[config.mk]
export PLATFORM = sky130hd
export DESIGN_NAME = fptoint
export DESIGN_NICKNAME = d
export VERILOG_FILES = /design/src/rtl/fp_pkg.sv /design/src/rtl/fp_unpack.sv /design/src/rtl/fptoint.sv
export SDC_FILE = /design/constraint.sdc
export NUM_CORES = 1
export LEC_CHECK = 0
export CAP_MARGIN = 20
export CORE_MARGIN = 5
export CORE_UTILIZATION = 40
export DETAILED_ROUTE_END_ITERATION = 8
export PLACE_DENSITY_LB_ADDON = 0.3
export SLEW_MARGIN = 20
export SYNTH_ARGS = -nofsm -noshare
export SYNTH_HDL_FRONTEND = slang
export SYNTH_SLANG_ARGS = --single-unit
[constraint.sdc]
create_clock -name clk -period 2.4 [get_ports clk]
set_clock_uncertainty 0.1 [all_clocks]
set_input_delay 0.48 -clock clk [delete_from_list [all_inputs] [get_ports clk]]
set_output_delay 0.48 -clock clk [all_outputs]
set_load 0.01 [all_outputs]
[src/rtl/fp_pkg.sv]
// Shared single-precision constants and FSM types for the float-to-integer
// converter and its sibling FP datapaths.
package fp_pkg;

  localparam int FP_BIAS = 127;
  localparam int EXP_W   = 8;
  localparam int FRAC_W  = 23;
  localparam logic [EXP_W-1:0] EXP_ONES = '1;

  typedef enum logic [2:0] {
    S_IDLE   = 3'd0,
    S_UNPACK = 3'd1,
    S_SHIFT  = 3'd2,
    S_FINISH = 3'd3,
    S_DONE   = 3'd4
  } fptoint_state_t;

  // Operand class decided in UNPACK and consumed in FINISH.
  typedef enum logic [2:0] {
    K_ZERO = 3'd0,
    K_NUM  = 3'd1,
    K_OVF  = 3'd2,
    K_MIN  = 3'd3,
    K_NAN  = 3'd4
  } fptoint_kind_t;

endpackage

[src/rtl/fp_unpack.sv]
// Combinational split/classify of an IEEE-754 single operand. is_zero covers
// zero and denormals; mant carries the hidden bit for normals.
module fp_unpack
  import fp_pkg::*;
(
  input  logic [31:0]       operand,
  output logic              sign,
  output logic [EXP_W-1:0]  exp,
  output logic [FRAC_W:0]   mant,
  output logic              is_zero,
  output logic              is_inf,
  output logic              is_nan
);

  logic [FRAC_W-1:0] frac;

  assign sign    = operand[31];
  assign exp     = operand[30:23];
  assign frac    = operand[22:0];
  assign mant    = {exp != '0, frac};
  assign is_zero = (exp == '0);
  assign is_inf  = (exp == EXP_ONES) && (frac == '0);
  assign is_nan  = (exp == EXP_ONES) && (frac != '0);

endmodule

[src/rtl/fptoint.sv]
// Multi-cycle float-to-int32 converter, one shift per cycle. Define
// FPTOINT_RNE_EN for round-to-nearest-even instead of truncation.
// Handshake: start is accepted only in IDLE or DONE (busy=0); done then stays
// high with result/flags stable until the next accepted start or reset.
module fptoint
  import fp_pkg::*;
(
  input  logic           clk,
  input  logic           reset,
  input  logic           start,
  input  logic [31:0]    dataa,
  output logic [31:0]    result,
  output logic           done,
  output logic           busy,
  output logic           overflow,
  output logic           invalid,
  output fptoint_state_t state
);

  logic [31:0]        opnd;
  logic [31:0]        mag;
  logic [31:0]        rnd;
  logic               sgn;
  logic               shl;
  logic [4:0]         cnt;
  fptoint_kind_t      kind;
  logic               u_sign;
  logic [EXP_W-1:0]   u_exp;
  logic [FRAC_W:0]    u_mant;
  logic               u_zero;
  logic               u_inf;
  logic               u_nan;
  logic signed [9:0]  e;
`ifdef FPTOINT_RNE_EN
  logic               guard;
  logic               sticky;
`endif

  fp_unpack u_unpack (
    .operand (opnd),
    .sign    (u_sign),
    .exp     (u_exp),
    .mant    (u_mant),
    .is_zero (u_zero),
    .is_inf  (u_inf),
    .is_nan  (u_nan)
  );

  assign e = 10'({2'b00, u_exp}) - 10'(FP_BIAS);

  always_comb begin
    rnd = mag;
`ifdef FPTOINT_RNE_EN
    if (guard && (sticky || mag[0])) rnd = mag + 32'd1;
`endif
  end

  always_ff @(posedge clk) begin
    if (reset) begin
      state    <= S_IDLE;
      result   <= '0;
      done     <= 1'b0;
      busy     <= 1'b0;
      overflow <= 1'b0;
      invalid  <= 1'b0;
      opnd     <= '0;
      mag      <= '0;
      sgn      <= 1'b0;
      shl      <= 1'b0;
      cnt      <= '0;
      kind     <= K_ZERO;
`ifdef FPTOINT_RNE_EN
      guard    <= 1'b0;
      sticky   <= 1'b0;
`endif
    end else begin
      case (state)
        S_IDLE, S_DONE: begin
          if (start) begin
            opnd     <= dataa;
            done     <= 1'b0;
            overflow <= 1'b0;
            invalid  <= 1'b0;
            busy     <= 1'b1;
            state    <= S_UNPACK;
          end
        end
        S_UNPACK: begin
          sgn   <= u_sign;
          mag   <= {8'b0, u_mant};
          kind  <= K_NUM;
          state <= S_FINISH;
`ifdef FPTOINT_RNE_EN
          guard  <= 1'b0;
          sticky <= 1'b0;
`endif
          if (u_nan)       kind <= K_NAN;
          else if (u_inf)  kind <= K_OVF;
          else if (u_zero) kind <= K_ZERO;
          else if (e >= 10'sd31) begin
            // -2^31 is exactly representable, so it is not an overflow.
            kind <= (opnd == 32'hCF00_0000) ? K_MIN : K_OVF;
          end else if (e < 10'sd0) begin
`ifdef FPTOINT_RNE_EN
            if (e == -10'sd1) begin
              shl   <= 1'b0;
              cnt   <= 5'd24;
              state <= S_SHIFT;
            end else kind <= K_ZERO;
`else
            kind <= K_ZERO;
`endif
          end else if (e > 10'sd23) begin
            shl   <= 1'b1;
            cnt   <= 5'(e - 10'sd23);
            state <= S_SHIFT;
          end else if (e < 10'sd23) begin
            shl   <= 1'b0;
            cnt   <= 5'(10'sd23 - e);
            state <= S_SHIFT;
          end
        end
        S_SHIFT: begin
          if (shl) mag <= {mag[30:0], 1'b0};
          else begin
            mag <= {1'b0, mag[31:1]};
`ifdef FPTOINT_RNE_EN
            guard  <= mag[0];
            sticky <= sticky | guard;
`endif
          end
          cnt <= cnt - 5'd1;
          if (cnt == 5'd1) state <= S_FINISH;
        end
        S_FINISH: begin
          case (kind)
            K_NUM:   result <= sgn ? (~rnd + 32'd1) : rnd;
            K_OVF: begin
              result   <= sgn ? 32'h8000_0000 : 32'h7FFF_FFFF;
              overflow <= 1'b1;
            end
            K_MIN:   result <= 32'h8000_0000;
            K_NAN: begin
              result  <= '0;
              invalid <= 1'b1;
            end
            default: result <= '0;
          endcase
          done  <= 1'b1;
          busy  <= 1'b0;
          state <= S_DONE;
        end
        default: state <= S_IDLE;
      endcase
    end
  end

endmodule

; ---- Word-level counts from Yosys, hierarchy flattened
; Cells that the tools add are included.
[word_totals]
in_bits = 35
reg_bits = 113
wordCells = 105
output_inout_bits = 39
[classes]
n_eq_ne = 21
bitwise = 6
n_mux = 39
n_reduce_logical = 18
order_cmp = 4
add_sub_neg = 5
[op_table]
columns = cell, count
row1 = 32-bit two-way mux, 3
row2 = 32-bit one-hot mux with 3 select lines, 1
row3 = 32-bit one-hot mux with 2 select lines, 1
row4 = 5-bit two-way mux, 7
row5 = "32-bit by 1-bit adder with 32-bit output, second input constant", 1
row6 = "32-bit == test, second input constant", 1
row7 = 32-bit NOT, 1
row8 = 23-bit logical NOT, 1
row9 = 23-bit nonzero test, 1
row10 = "2-bit inequality test, second input constant", 8
row11 = 1-bit two-way mux, 15
row12 = 7-bit AND reduction, 2
row13 = "3-bit by 2-bit == test with 1-bit output, second input constant", 4
row14 = 3-bit one-hot mux with 4 select lines, 1
row15 = 5-bit one-hot mux with 2 select lines, 1
row16 = "9-bit by 6-bit greater-or-equal comparator with 1-bit output, second input constant", 1
row17 = "9-bit by 6-bit > comparator with 1-bit output, second input constant", 1
row18 = "9-bit by 1-bit less-than comparator with 1-bit output, second input constant", 1
row19 = "9-bit by 6-bit less-than comparator with 1-bit output, second input constant", 1
row20 = 3-bit two-way mux, 3
row21 = "8-bit by 7-bit subtractor with 9-bit output, second input constant", 1
row22 = "8-bit == test, second input constant", 1
row23 = 8-bit logical NOT, 1
row24 = 1-bit one-hot mux with 2 select lines, 4
row25 = 17 further kinds, 31

; ---- Logic depth before layout (Yosys ltp)
[depth]
ltp_word = 10
depth_mapped = 11
ltp_nobuf = 10

; ---- Hierarchy
; From an unflattened synthesis, not the netlist that was laid out.
[hier_totals]
hier_cells = 784
hier_area_um2 = 6160.9
[modules_own_cells]
columns = mod, seq_area_each_um2, cells_per_inst, instances, area_per_inst_um2
row1 = fptoint, 2262.2, 735, 1, 5796.8
row2 = fp_unpack, 0.0, 49, 1, 364.1

; ---- Worst setup path before layout
; No wires, ideal clock.
[synth_path]
path_kind = flip-flop to flip-flop
start = register opnd[25]
end = register cnt[3]
setup_ns = 0.074
synth_period_minus_slack_ns = 2.677
slack_ns = -0.277
t_arrival_ns = 2.503
path_stages_with_launch = 12
t_required_ns = 2.226
path_cell_list = dfxtp_1 -> buf_2 -> nand3_1 -> xor2_1 -> inv_1 -> ha_1 -> a41oi_2 -> nor3_1 -> a211oi_2 -> nand2_2 -> or3b_1 -> a31oi_1
[synth_via]
elab_chain_len = 10
[synth_lines]
columns = item, line
row1 = "start, declared", fptoint.sv:20  ; logic [31:0] opnd;
row2 = "start signal, assigned", fptoint.sv:80  ; opnd <= dataa;
row3 = 8-bit by 7-bit subtractor with 9-bit output, fptoint.sv:49  ; assign e = 10'({2'b00, u_exp}) - 10'(FP_BIAS);
row4 = 5-bit subtractor, fptoint.sv:119  ; cnt <= 5'(10'sd23 - e);
row5 = 5-bit two-way mux, fptoint.sv:117  ; end else if (e < 10'sd23) begin
row6 = 5-bit two-way mux, fptoint.sv:113  ; end else if (e > 10'sd23) begin
row7 = 5-bit two-way mux, fptoint.sv:103  ; end else if (e < 10'sd0) begin
row8 = 5-bit two-way mux, fptoint.sv:100  ; else if (e >= 10'sd31) begin
row9 = 5-bit two-way mux, fptoint.sv:99  ; else if (u_zero) kind <= K_ZERO;
row10 = 5-bit two-way mux, fptoint.sv:98  ; else if (u_inf) kind <= K_OVF;
row11 = 5-bit two-way mux, fptoint.sv:97  ; if (u_nan) kind <= K_NAN;
row12 = 5-bit one-hot mux with 2 select lines, fptoint.sv:77  ; case (state)
row13 = "end signal, assigned", fptoint.sv:115  ; cnt <= 5'(e - 10'sd23);
row14 = "end signal, assigned", fptoint.sv:119
row15 = "end signal, assigned", fptoint.sv:132  ; cnt <= cnt - 5'd1;
row16 = "end, declared", fptoint.sv:25  ; logic [4:0] cnt;
; Parallel ways exist; a longest one is shown, timed or not. The select of a mux whose other input is x is not followed.
; A chain may end at the register's enable or synchronous reset.

; ---- Worst setup path after layout
[layout_path]
start = register opnd[24]
end = register cnt[3]
; Same word-level chain as after synthesis.

==> flow_summary.ini <==
[logic_synthesis]
synthesis.area_um2 = 5790
mappedNetlistNets = 756
post_synth_fa_ha_maj_area_fraction = 0.0173
synthDominantCellAreaShare = 0.391
post_synth_inst_count = 713
synth-warning-count = 0
ys.flop_type = sky130_fd_sc_hd__dfxtp_1
synth_top_family_by_area = simple AND/OR/NAND/NOR gates
synthMuxAreaShare = 0.0555
synth_edf_count = 0
synth_area_leader_cell = sky130_fd_sc_hd__dfxtp_1
mean_cell_area_of_the_mapped_netlist_um2 = 8.12
synth_compound_gate_area_share = 0.211
yosys.area_share.simple = 0.214
synth-seq-area-share = 0.391
postSynth.asyncResetShare = 0
netlist_top_cells_area = sky130_fd_sc_hd__dfxtp_1 (39%), sky130_fd_sc_hd__nor2_1 (6.6%), sky130_fd_sc_hd__nand2_1 (6.0%), sky130_fd_sc_hd__a21oi_1 (5.8%), sky130_fd_sc_hd__mux2i_1 (5.4%)
fraction_of_synthesized_cell_area_in_xor_and_xnor_cells = 0.0560
synth.distinct_cells = 59
yosys_register_bits = 113

[detailed_routing]
detailedRoute.firstIterationViolations = 546
post_drt_via_cell_ratio = 5.51
detail_route.wirelength_um = 15700
drt_first_pass_iters = 6
drtAntennaViolNets = 0
drcViolationCount = 0
vias = 5509
wl_per_cell_um = 15.8

[final_layout]
final_net_count = 845
final.fill_count = 1328
antenna_diode_count = 0
areaGrowthSynthToFinish_pct = 34.4
layout.cells.most_common_list = sky130_fd_sc_hd__dfxtp_1 (108), sky130_fd_sc_hd__nor2_1 (101), sky130_fd_sc_hd__nand2_1 (93)
most_common_library_cell_in_the_layout_ignoring_fill_and_taps = sky130_fd_sc_hd__dfxtp_1
drive_gt1_frac = 0.162

[power_and_ir_drop]
power.switching_mw = 1.52
internal_power_mw = 4.37
post-layout-total-power_mw = 5.89
clock_power_share = 0.499
cellPowerDensity_nw_per_um2 = 757
vdd_ir_drop_max_mv = 0.522
power_switching_share = 0.258
combinationalPowerShare = 0.152
total_leakage_power_nw = 2.75
p_seq_frac = 0.350

[run]
drv.max_cap_violation_count = 0

[worst_setup_path]
crit_path_max_incr_delay_ps = 380
timing.setup.critical_path_class = reg -> reg
standard_cell_with_the_maximum_stage_delay_on_the_critical_path = sky130_fd_sc_hd__dfxtp_4
setup.worst_path.start_class = flop
worst_path_dominant_cell_family = compound AO/OA/AOI/OAI gates
series_of_cell_instances_along_the_critical_path = ha_4, nand3_4, xnor2_4, ha_2, a41oi_4, a211oi_2, nor2_2, o21ai_1, or3b_1, a31oi_1
endpoint_kind = flop
flop2flop_setup_slack_ps = 20
cp.required_ps = 2650
critical_path_buf_inv_count = 0
worst_ep_arrival_time_ps = 2620
worstPathMaxFanout = 4

[timing]
timing_worst_slew_pin_value_ps = 770
final_critical_path_time_including_i_o_delays_and_setup_ps = 2380
finalCritPeriodShare = 0.990
timing.setup.tns_ps = 0
rsz0062_at_grt = yes
fmax_mhz = 421
timing.final.max_slew_violations = 0
slew-limit-headroom = 0.487
timing.final.setup_violations = 0
holdWs_ps = 351
timing.final.hold_violations = 0

[die]
initial_core_util = 0.403
die_area_um2 = 17000
fp.dieH_um = 130
chipWidth_um = 130
fp.coreArea_um2 = 14400
fp-row-count = 44
pin_count = 74

[grt]
grt_pass1_vias = 5182
grt_remaining_overflow = 0
antenna_found_initial = 0
globalRouteTotalUtil = 0.188
grt_start_max_net_pins = 114
grt_first_pass_wirelength_um = 25600

[clocking]
clock_tree.htree_level_count = 4
clock_path_buffers = 2
cts_hold_buf = 0
clk-insertion-delay-late_ps = 420
clock_sinks = 113
path_clk_slew_ps = 60
cts-buffers-inserted = 17
cts.root.buffer_cell = sky130_fd_sc_hd__clkbuf_16
tritoncts_clock_tree = built

[placed_design]
routabilityCongestion = 0.891
io_buf_count = 73
place_hpwl_um = 11100

[outcome]
run_status = finished, final reports clean

[min_path]
worst_hold_path_type = reg -> reg
[power by group through the flow]
| stage | combinational (mW) | sequential [mW] | clock (mW) |
|---|---|---|---|
| finish | 0.894 | 2.06 | 2.94 |
| global route | 0.984 | 2.07 | 3.06 |
| CTS | 0.852 | 2.05 | 2.97 |
| detailed placement | 0.837 | 2.09 | 0 |
| global placement | 0.818 | 2.09 | 0 |
| floorplan | 0.581 | 2.07 | 0 |
[kinds of logic (layout without fill, tap and decap cells)]
group | count (synthesis) | after routing
and+or+nand+nor | 269 | 269
AOI/OAI and AO/OA | 184 | 184
DFF | 113 | 113
buffers and inverters | 70 | 172
xor gates and xnor gates | 37 | 37
muxes | 32 | 32
adders and majority gates | 8 | 8
[synth_stat cells (all sizes together) (2+ instances only)]
library cell,instances
a211oi,3
a21oi,67
a221oi,35
a22oi,11
a311oi,2
a31o,2
a31oi,8
and2,6
and3,2
and4,2
buf,12
clkbuf,50
dfxtp,113
ha,8
inv,8
mux2i,31
nand2,94
nand2b,2
nand3,12
nand3b,3
nand4,3
nor2,102
nor3,13
nor4,10
o2111ai,2
o21ai,24
o22ai,10
o31ai,10
o41ai,4
or2,2
or3,10
or3b,2
or4,3
xnor2,15
xor2,22
[layout make-up]
| type | count | area (um^2) | area share |
|---|---|---|---|
| clock buffers | 20 | 467 | 0.0600 |
| clock inverters | 12 | 228 | 0.0293 |
| inverters | 8 | 33.8 | 0.00434 |
| repair buffers | 132 | 1180 | 0.152 |
| flip-flops and latches | 113 | 2270 | 0.292 |
| multi-input cells | 530 | 3370 | 0.433 |
| well taps | 184 | 230 | 0.0296 |
[layer usage]
metal | vias to the layer above | routed length (um) | track usage
met5 | - | 0 | 0
met4 | 0 | 359 | 0.0709
met3 | 33 | 753 | 0.0434
met2 | 161 | 7340 | 0.299
met1 | 2588 | 7300 | 0.250
li1 | 2727 | - | -
[timing repair]
item | CTS | global route
endpoints found under the setup margin | 5 | 11
pin swaps | 5 | 7
cloned | 0 | 0
setup buffers | 2 | 5
gates resized for setup | 8 | 16
[worst paths after layout]
check | startpoint | to | depth (start not counted)
worst max register to register | opnd[24]$_SDFFE_PP0P_ | cnt[3]$_SDFFE_PP0P_ | 10
worst max-delay path | opnd[24]$_SDFFE_PP0P_ | cnt[3]$_SDFFE_PP0P_ | 10
worst min-delay path | busy$_SDFFE_PP0P_ | busy$_SDFFE_PP0P_ | 2
worst min register to register | busy$_SDFFE_PP0P_ | busy$_SDFFE_PP0P_ | 2
[worst reg2reg max path, cell delays in order, from the launching register on]
cell,delay (ps)
sky130_fd_sc_hd__dfxtp_4,380
sky130_fd_sc_hd__ha_4,170
sky130_fd_sc_hd__nand3_4,100
sky130_fd_sc_hd__xnor2_4,220
sky130_fd_sc_hd__ha_2,260
sky130_fd_sc_hd__a41oi_4,50
sky130_fd_sc_hd__a211oi_2,310
sky130_fd_sc_hd__nor2_2,100
sky130_fd_sc_hd__o21ai_1,140
sky130_fd_sc_hd__or3b_1,350
sky130_fd_sc_hd__a31oi_1,130
[metrics by stage]
step,utilization,setup slack [ps],cell area [um^2],std cells
2_1_floorplan,-,1.54,5860,713
3_3_place_gp,0.481,5.68,6920,960
3_5_place_dp,0.481,-133,6920,960
4_1_cts,0.534,2.79,7670,994
5_1_grt,0.542,-43.8,7780,999
6_report,0.542,24.5,7780,999
[flip-flops by register name, summed over array words and instances (netlist names)]
signal / flops
kind: 3
done: 1
mag: 32
result: 32
invalid: 1
busy: 1
shl: 1
overflow: 1
opnd: 32
state: 3
sgn: 1
cnt: 5
No activity file was read; power rests on OpenSTA's default activity.
